`src/rtl/prefetch_ar_arbiter_if.sv`:
```
// AXI read-path bundle: NUM_REQ requester AR/R channels plus the single DDR-side AR/R master channel.
interface prefetch_ar_arbiter_if #(
    parameter int NUM_REQ         = 2,
    parameter int ADDR_BITS       = 16,
    parameter int BURST_LEN_WIDTH = 8,
    parameter int TID_WIDTH       = 8,
    parameter int DATA_WIDTH      = 8
);
    logic [NUM_REQ-1:0]                 s_ar_valid;
    logic [NUM_REQ-1:0]                 s_ar_ready;
    logic [NUM_REQ*ADDR_BITS-1:0]       s_ar_addr;
    logic [NUM_REQ*BURST_LEN_WIDTH-1:0] s_ar_len;
    logic [NUM_REQ*TID_WIDTH-1:0]       s_ar_id;

    logic                               m_ar_valid;
    logic                               m_ar_ready;
    logic [ADDR_BITS-1:0]               m_ar_addr;
    logic [BURST_LEN_WIDTH-1:0]         m_ar_len;
    logic [TID_WIDTH-1:0]               m_ar_id;

    logic                               m_r_valid;
    logic                               m_r_ready;
    logic [DATA_WIDTH-1:0]              m_r_data;
    logic                               m_r_last;
    logic [TID_WIDTH-1:0]               m_r_id;

    logic [NUM_REQ-1:0]                 s_r_valid;
    logic [NUM_REQ-1:0]                 s_r_ready;
    logic [DATA_WIDTH-1:0]              s_r_data;
    logic                               s_r_last;
    logic [TID_WIDTH-1:0]               s_r_id;

    // The arbiter sits on the master side of this bundle; requesters and DDR on the slave side.
    modport master (
        input  s_ar_valid, s_ar_addr, s_ar_len, s_ar_id,
        output s_ar_ready,
        output m_ar_valid, m_ar_addr, m_ar_len, m_ar_id,
        input  m_ar_ready,
        input  m_r_valid, m_r_data, m_r_last, m_r_id,
        output m_r_ready,
        output s_r_valid, s_r_data, s_r_last, s_r_id,
        input  s_r_ready
    );

    modport slave (
        output s_ar_valid, s_ar_addr, s_ar_len, s_ar_id,
        input  s_ar_ready,
        input  m_ar_valid, m_ar_addr, m_ar_len, m_ar_id,
        output m_ar_ready,
        output m_r_valid, m_r_data, m_r_last, m_r_id,
        input  m_r_ready,
        input  s_r_valid, s_r_data, s_r_last, s_r_id,
        output s_r_ready
    );
endinterface

```
`src/rtl/prefetch_ar_arbiter.sv`:
```
// Shares one DDR AXI read path between NUM_REQ requesters: arbitrates AR, records grant order,
// and steers in-order R bursts back to their issuers.
module prefetch_ar_arbiter #(
    parameter int NUM_REQ         = 2,
    parameter int ADDR_BITS       = 16,
    parameter int BURST_LEN_WIDTH = 8,
    parameter int TID_WIDTH       = 8,
    parameter int DATA_WIDTH      = 8,
    parameter int LOG_OUTSTANDING = 2,
    parameter int PRIO0           = 1
) (
    input  logic                     clk,
    input  logic                     resetN,
    input  logic                     en,
    prefetch_ar_arbiter_if.master    bus,
    output logic [LOG_OUTSTANDING:0] outstandingCnt,
    output logic                     errUnexpectedR
);
    localparam int DEPTH = 1 << LOG_OUTSTANDING;
    localparam int IDX_W = (NUM_REQ > 1) ? $clog2(NUM_REQ) : 1;
    localparam logic [LOG_OUTSTANDING:0] FULL_CNT = (LOG_OUTSTANDING+1)'(DEPTH);

    logic [IDX_W-1:0]           rr_ptr;
    logic [IDX_W-1:0]           winner;
    logic [IDX_W-1:0]           head;
    logic                       found;
    logic                       via_prio;
    logic                       can_grant;
    logic                       ar_hs;
    logic                       r_pop;
    logic                       fifo_empty;
    logic [IDX_W-1:0]           order_fifo [DEPTH];
    logic [LOG_OUTSTANDING-1:0] wr_ptr;
    logic [LOG_OUTSTANDING-1:0] rd_ptr;

    // Requester 0 may pre-empt the rotation; otherwise scan upward from the last round-robin winner.
    always_comb begin
        logic [IDX_W:0] cand;
        cand     = '0;
        winner   = '0;
        found    = 1'b0;
        via_prio = 1'b0;
        if (PRIO0 != 0 && bus.s_ar_valid[0]) begin
            found    = 1'b1;
            via_prio = 1'b1;
        end else begin
            for (int k = 1; k <= NUM_REQ; k++) begin
                cand = {1'b0, rr_ptr} + (IDX_W+1)'(k);
                if (cand >= (IDX_W+1)'(NUM_REQ))
                    cand = cand - (IDX_W+1)'(NUM_REQ);
                if (!found && bus.s_ar_valid[cand[IDX_W-1:0]]) begin
                    winner = cand[IDX_W-1:0];
                    found  = 1'b1;
                end
            end
        end
    end

    always_comb begin
        can_grant      = en && (!bus.m_ar_valid || bus.m_ar_ready) && (outstandingCnt < FULL_CNT);
        bus.s_ar_ready = '0;
        if (found)
            bus.s_ar_ready[winner] = can_grant;
        ar_hs = found && can_grant;
    end

    // R beats go to whoever owns the oldest outstanding grant; with nothing outstanding they are refused.
    always_comb begin
        fifo_empty    = (outstandingCnt == '0);
        head          = order_fifo[rd_ptr];
        bus.s_r_valid = '0;
        bus.m_r_ready = 1'b0;
        if (!fifo_empty) begin
            bus.s_r_valid[head] = bus.m_r_valid;
            bus.m_r_ready       = bus.s_r_ready[head];
        end
        r_pop = bus.m_r_valid && bus.m_r_ready && bus.m_r_last;
    end

    assign bus.s_r_data = bus.m_r_data;
    assign bus.s_r_last = bus.m_r_last;
    assign bus.s_r_id   = bus.m_r_id;

    always_ff @(posedge clk or negedge resetN) begin
        if (!resetN) begin
            bus.m_ar_valid <= 1'b0;
            bus.m_ar_addr  <= '0;
            bus.m_ar_len   <= '0;
            bus.m_ar_id    <= '0;
            rr_ptr         <= IDX_W'(NUM_REQ-1);
            wr_ptr         <= '0;
            rd_ptr         <= '0;
            outstandingCnt <= '0;
            errUnexpectedR <= 1'b0;
        end else begin
            if (ar_hs) begin
                bus.m_ar_valid <= 1'b1;
                bus.m_ar_addr  <= bus.s_ar_addr[winner*ADDR_BITS +: ADDR_BITS];
                bus.m_ar_len   <= bus.s_ar_len[winner*BURST_LEN_WIDTH +: BURST_LEN_WIDTH];
                bus.m_ar_id    <= bus.s_ar_id[winner*TID_WIDTH +: TID_WIDTH];
                wr_ptr         <= wr_ptr + 1'b1;
                if (!via_prio)
                    rr_ptr <= winner;
            end else if (bus.m_ar_ready) begin
                bus.m_ar_valid <= 1'b0;
            end
            if (r_pop)
                rd_ptr <= rd_ptr + 1'b1;
            case ({ar_hs, r_pop})
                2'b10:   outstandingCnt <= outstandingCnt + 1'b1;
                2'b01:   outstandingCnt <= outstandingCnt - 1'b1;
                default: outstandingCnt <= outstandingCnt;
            endcase
            if (bus.m_r_valid && fifo_empty)
                errUnexpectedR <= 1'b1;
        end
    end

    always_ff @(posedge clk) begin
        if (ar_hs)
            order_fifo[wr_ptr] <= winner;
    end
endmodule

```
`src/flat_wrapper.sv`:
```
// flat-port wrapper written by rule: the top's interface ports become plain ports
module prefetch_ar_arbiter_flat 
#(
    parameter int NUM_REQ         = 2,
    parameter int ADDR_BITS       = 16,
    parameter int BURST_LEN_WIDTH = 8,
    parameter int TID_WIDTH       = 8,
    parameter int DATA_WIDTH      = 8,
    parameter int LOG_OUTSTANDING = 2,
    parameter int PRIO0           = 1
)
  (clk, resetN, en, outstandingCnt, errUnexpectedR, bus_s_ar_valid, bus_s_ar_addr, bus_s_ar_len, bus_s_ar_id, bus_s_ar_ready, bus_m_ar_valid, bus_m_ar_addr, bus_m_ar_len, bus_m_ar_id, bus_m_ar_ready, bus_m_r_valid, bus_m_r_data, bus_m_r_last, bus_m_r_id, bus_m_r_ready, bus_s_r_valid, bus_s_r_data, bus_s_r_last, bus_s_r_id, bus_s_r_ready);
  prefetch_ar_arbiter_if #(.NUM_REQ(NUM_REQ), .ADDR_BITS(ADDR_BITS), .BURST_LEN_WIDTH(BURST_LEN_WIDTH), .TID_WIDTH(TID_WIDTH), .DATA_WIDTH(DATA_WIDTH)) bus_i ();
  input  logic clk;
  input  logic resetN;
  input  logic en;
  output logic [LOG_OUTSTANDING:0] outstandingCnt;
  output logic errUnexpectedR;
  input wire logic [$bits(bus_i.s_ar_valid)-1:0] bus_s_ar_valid;
  input wire logic [$bits(bus_i.s_ar_addr)-1:0] bus_s_ar_addr;
  input wire logic [$bits(bus_i.s_ar_len)-1:0] bus_s_ar_len;
  input wire logic [$bits(bus_i.s_ar_id)-1:0] bus_s_ar_id;
  output wire logic [$bits(bus_i.s_ar_ready)-1:0] bus_s_ar_ready;
  output wire logic [$bits(bus_i.m_ar_valid)-1:0] bus_m_ar_valid;
  output wire logic [$bits(bus_i.m_ar_addr)-1:0] bus_m_ar_addr;
  output wire logic [$bits(bus_i.m_ar_len)-1:0] bus_m_ar_len;
  output wire logic [$bits(bus_i.m_ar_id)-1:0] bus_m_ar_id;
  input wire logic [$bits(bus_i.m_ar_ready)-1:0] bus_m_ar_ready;
  input wire logic [$bits(bus_i.m_r_valid)-1:0] bus_m_r_valid;
  input wire logic [$bits(bus_i.m_r_data)-1:0] bus_m_r_data;
  input wire logic [$bits(bus_i.m_r_last)-1:0] bus_m_r_last;
  input wire logic [$bits(bus_i.m_r_id)-1:0] bus_m_r_id;
  output wire logic [$bits(bus_i.m_r_ready)-1:0] bus_m_r_ready;
  output wire logic [$bits(bus_i.s_r_valid)-1:0] bus_s_r_valid;
  output wire logic [$bits(bus_i.s_r_data)-1:0] bus_s_r_data;
  output wire logic [$bits(bus_i.s_r_last)-1:0] bus_s_r_last;
  output wire logic [$bits(bus_i.s_r_id)-1:0] bus_s_r_id;
  input wire logic [$bits(bus_i.s_r_ready)-1:0] bus_s_r_ready;
  assign bus_i.s_ar_valid = bus_s_ar_valid;
  assign bus_i.s_ar_addr = bus_s_ar_addr;
  assign bus_i.s_ar_len = bus_s_ar_len;
  assign bus_i.s_ar_id = bus_s_ar_id;
  assign bus_s_ar_ready = bus_i.s_ar_ready;
  assign bus_m_ar_valid = bus_i.m_ar_valid;
  assign bus_m_ar_addr = bus_i.m_ar_addr;
  assign bus_m_ar_len = bus_i.m_ar_len;
  assign bus_m_ar_id = bus_i.m_ar_id;
  assign bus_i.m_ar_ready = bus_m_ar_ready;
  assign bus_i.m_r_valid = bus_m_r_valid;
  assign bus_i.m_r_data = bus_m_r_data;
  assign bus_i.m_r_last = bus_m_r_last;
  assign bus_i.m_r_id = bus_m_r_id;
  assign bus_m_r_ready = bus_i.m_r_ready;
  assign bus_s_r_valid = bus_i.s_r_valid;
  assign bus_s_r_data = bus_i.s_r_data;
  assign bus_s_r_last = bus_i.s_r_last;
  assign bus_s_r_id = bus_i.s_r_id;
  assign bus_i.s_r_ready = bus_s_r_ready;
  prefetch_ar_arbiter #(.NUM_REQ(NUM_REQ), .ADDR_BITS(ADDR_BITS), .BURST_LEN_WIDTH(BURST_LEN_WIDTH), .TID_WIDTH(TID_WIDTH), .DATA_WIDTH(DATA_WIDTH), .LOG_OUTSTANDING(LOG_OUTSTANDING), .PRIO0(PRIO0)) u_core (.clk(clk), .resetN(resetN), .en(en), .bus(bus_i), .outstandingCnt(outstandingCnt), .errUnexpectedR(errUnexpectedR));
endmodule
```
`config.mk`:
```
export PLATFORM = sky130hd
export DESIGN_NAME = prefetch_ar_arbiter_flat
export DESIGN_NICKNAME = d
export VERILOG_FILES = /design/src/rtl/prefetch_ar_arbiter_if.sv /design/src/rtl/prefetch_ar_arbiter.sv /design/src/flat_wrapper.sv
export SDC_FILE = /design/constraint.sdc
export NUM_CORES = 1
export LEC_CHECK = 0
export CORE_MARGIN = 2
export CORE_UTILIZATION = 37
export CTS_CLUSTER_SIZE = 24
export DETAILED_ROUTE_END_ITERATION = 8
export GPL_TIMING_DRIVEN = 0
export PLACE_DENSITY = 0.87
export SETUP_SLACK_MARGIN = 0.4
export SYNTH_ARGS = -nofsm -noshare
export SYNTH_HDL_FRONTEND = slang
export SYNTH_SLANG_ARGS = --single-unit
```
`constraint.sdc`:
```
create_clock -name clk -period 3 [get_ports clk]
set_clock_uncertainty 0.15 [all_clocks]
set_input_delay 0.3 -clock clk [delete_from_list [all_inputs] [get_ports clk]]
set_output_delay 0.3 -clock clk [all_outputs]
set_load 0.1 [all_outputs]
```
==> summary.md <==
| Metric | Value |
|---|---|
| Outcome | finished clean |
| RSZ-0062 raised after global routing | no |
| Via count | 2,066 |
| Clk root buf | clkbuf_8 |
| Relative slew slack | 32.41% |
| Syn nets | 317 |
| MaxCap Viol Count | 0 |
| CP endpoint | bus_s_ar_ready[1] |
| DRC | 0 |
| Critical R2R Capture | u_core.outstandingCnt[2] |
| Synth async-reset ratio | 91.11% |
| Sequential-to-total area share from yosys stat | 48.49% |
| Crit path DAT | 2040 ps |
| DR WL/cell | 13.87 µm |
| R2r setup slk | 560 ps |
| Vias per Instance | 4.695 |
| Setup TNS | 0 ps |
| Total Nets Final | 458 |
| Post-CTS Setup Bufs | 0 |
| Initial antenna violation count | 0 |
| Clock Latency Late Sink | 290 ps |
| First-pass GRT wire length | 10,020 µm |
| Period minus WS final | 2494 ps |
| Post-synth EDFFs | 4 |
| CTS tree | built |
| Post-Synthesis Cells | 221 |
| CP Capture Type | output pin |
| CTS clock-pin slew for the worst setup and hold paths | 90 ps |
| Clock Path Buffers | 2 |
| Type of origin of the critical path | input port |
| Initial Utilization | 37.65% |
| I/O Buffers | 132 |
| # rows | 29 |
| Yosys warns | 0 |
| Synth Cell Area | 2364 µm² |
| Synth cell types | 28 |
| GRT Total Usage | 17.48% |
| Period utilization | 83.14% |
| Die H | 83.93 µm |
| Final hold vios | 0 |
| DRT iter0 DRCs | 65 |
| Pre-antenna DRT Iters | 4 |
| Setup violators final | 0 |
| Worst-margin pin slew | 1011 ps |
| Layout area overhead | 66.70% |
| H-tree depth | 2 |
| Core area | 6277 µm² |
| I/O pin count | 149 |
| Full die area | 7043 µm² |
| Largest area contributor in the synthesized netlist | dfrtp_1 |
| Total Wirelength | 6104 µm |
| Crit-path max FO | 7 |
| Post-detail-place hpwl | 4759 µm |
| Die Width | 83.93 µm |
| Yosys top cell area share | 43.41% |
| Largest cells by area after synthesis | dfrtp_1 (43%), mux2i_1 (17%), a21oi_1 (6.8%) |
| Setup crit start | bus_s_ar_valid[1] |
| Worst setup path category | in -> out |
| R2R Path Start | u_core.rd_ptr[1] |
| Seq cells post-synth | 45 |
| Vias in the first global route | 2,140 |
| Share of layout cells above drive strength 1 | 15.70% |
| Ant diodes | 0 |
| Max Slew Vio Count | 0 |
| Required @ worst endpoint | 2550 ps |
| Most frequent cell after synthesis | dfrtp_1 |
| CTS Sinks | 45 |
| Most instantiated cells after synthesis | dfrtp_1 (41), mux2i_1 (39), nor2_1 (37), a21oi_1 (32), buf_4 (20) |
| GR Overflow Total | 0 |
| Syn Area/Cell | 10.69 µm² |
| Min-delay worst type | in -> async |
| CTS Buf Count | 5 |
| Largest net degree at the start of global routing | 40 |
| Top_reg_cell synth | dfrtp_1 |
| Fmax | 0.4009 GHz |
| Worst R2R Path Depth | 10 |
| WHS | 170.5 ps |
| Gpl congestion | 0.7479 |
| Post-route ant nets | 0 |
==> layer usage <==
metal / share of wire [%] / vias up / routed length, µm / track usage, %
met4: 0.62 / 0 / 38 / 3.519
met1: 37 / 984 / 2272 / 19.72
met5: 0 / - / 0 / 0
met3: 6.8 / 4 / 417 / 5.737
met2: 55 / 73 / 3376 / 32.15
li1: - / 1005 / - / -
==> logic make-up after synthesis <==
family / share of synthesized area (%)
AO/OA/AOI/OAI: 7.835
XOR/XNOR: 1.853
adder cells (fa/ha/maj): 3.494
buffers and inverters: 10.48
flip-flops: 48.49
multiplexers: 16.52
AND/OR/NAND/NOR: 11.33
==> layout make-up <==
| cell class | count | area (µm²) |
|---|---|---|
| multi-input cells | 141 | 988.4 |
| clock inverters | 1 | 7.507 |
| well taps | 77 | 96.34 |
| fillers | 542 | 2337 |
| clock buffers | 7 | 107.6 |
| flip-flops and latches | 45 | 1152 |
| inverters | 6 | 22.52 |
| repair buffers | 134 | 1338 |
| plain buffers | 29 | 227.7 |
==> how the worst min path moves through the flow <==
stage / start / endpoint / slack, ps / depth (start not counted)
3_3_place_gp: u_core.errUnexpectedR / u_core.errUnexpectedR / 290 / 1
3_5_place_dp: resetN / u_core.bus.m_ar_addr[0] / -40 / 1
5_1_grt: resetN / u_core.bus.m_ar_addr[0] / 170 / 2
2_1_floorplan: resetN / u_core.bus.m_ar_addr[0] / -150 / 0
6_report: resetN / u_core.bus.m_ar_addr[0] / 170 / 2
4_1_cts: resetN / u_core.bus.m_ar_addr[0] / 170 / 2
==> through the flow <==
stage               worst slack (ps)  utilization, %  cell area (µm²)  std cells
floorplan                      443.4               -             2376        221
global placement               222.3           60.43             3794        430
detailed placement             187.0           60.67             3809        431
CTS                            197.2           62.63             3931        440
global route                   413.6           62.77             3940        440
finish                         505.8           62.77             3940        440
==> layout by cell type, fill, tap and decap left out, drive strengths merged, types with 4 or more instances in the layout <==
| cell type | instances |
|---|---|
| inv | 6 |
| edfxtp | 4 |
| mux2i | 39 |
| clkbuf | 12 |
| and2 | 6 |
| nor2 | 37 |
| a21oi | 32 |
| ha | 5 |
| buf | 28 |
| dfrtp | 41 |
| clkdlybuf4s50 | 126 |
==> flip-flops by register name, summed over array words and instances (netlist names) <==
| signal | count |
|---|---|
| u_core.wr_ptr | 2 |
| u_core.outstandingCnt | 3 |
| u_core.errUnexpectedR | 1 |
| u_core.rd_ptr | 2 |
| u_core.bus.m_ar_len | 8 |
| u_core.order_fifo | 4 |
| u_core.bus.m_ar_id | 8 |
| u_core.bus.m_ar_valid | 1 |
| u_core.bus.m_ar_addr | 16 |
==> timing repair <==
| item | in CTS | in global routing |
|---|---|---|
| endpoints found under the hold margin | 41 | 0 |
| hold buffers | 1 | 0 |
| gates resized for setup | 8 | 10 |
| endpoints found under the setup margin | 5 | 5 |
==> worst max-delay path: stages <==
cell and delay, ps:
clkdlybuf4s50_1 480, nor2b_1 150, buf_4 170, and2_1 130
clkdlybuf4s15_1 810
Power is left out: the tool's default activity adds up to more than one toggle a clock period on the data nets, which glitch-free logic cannot reach.
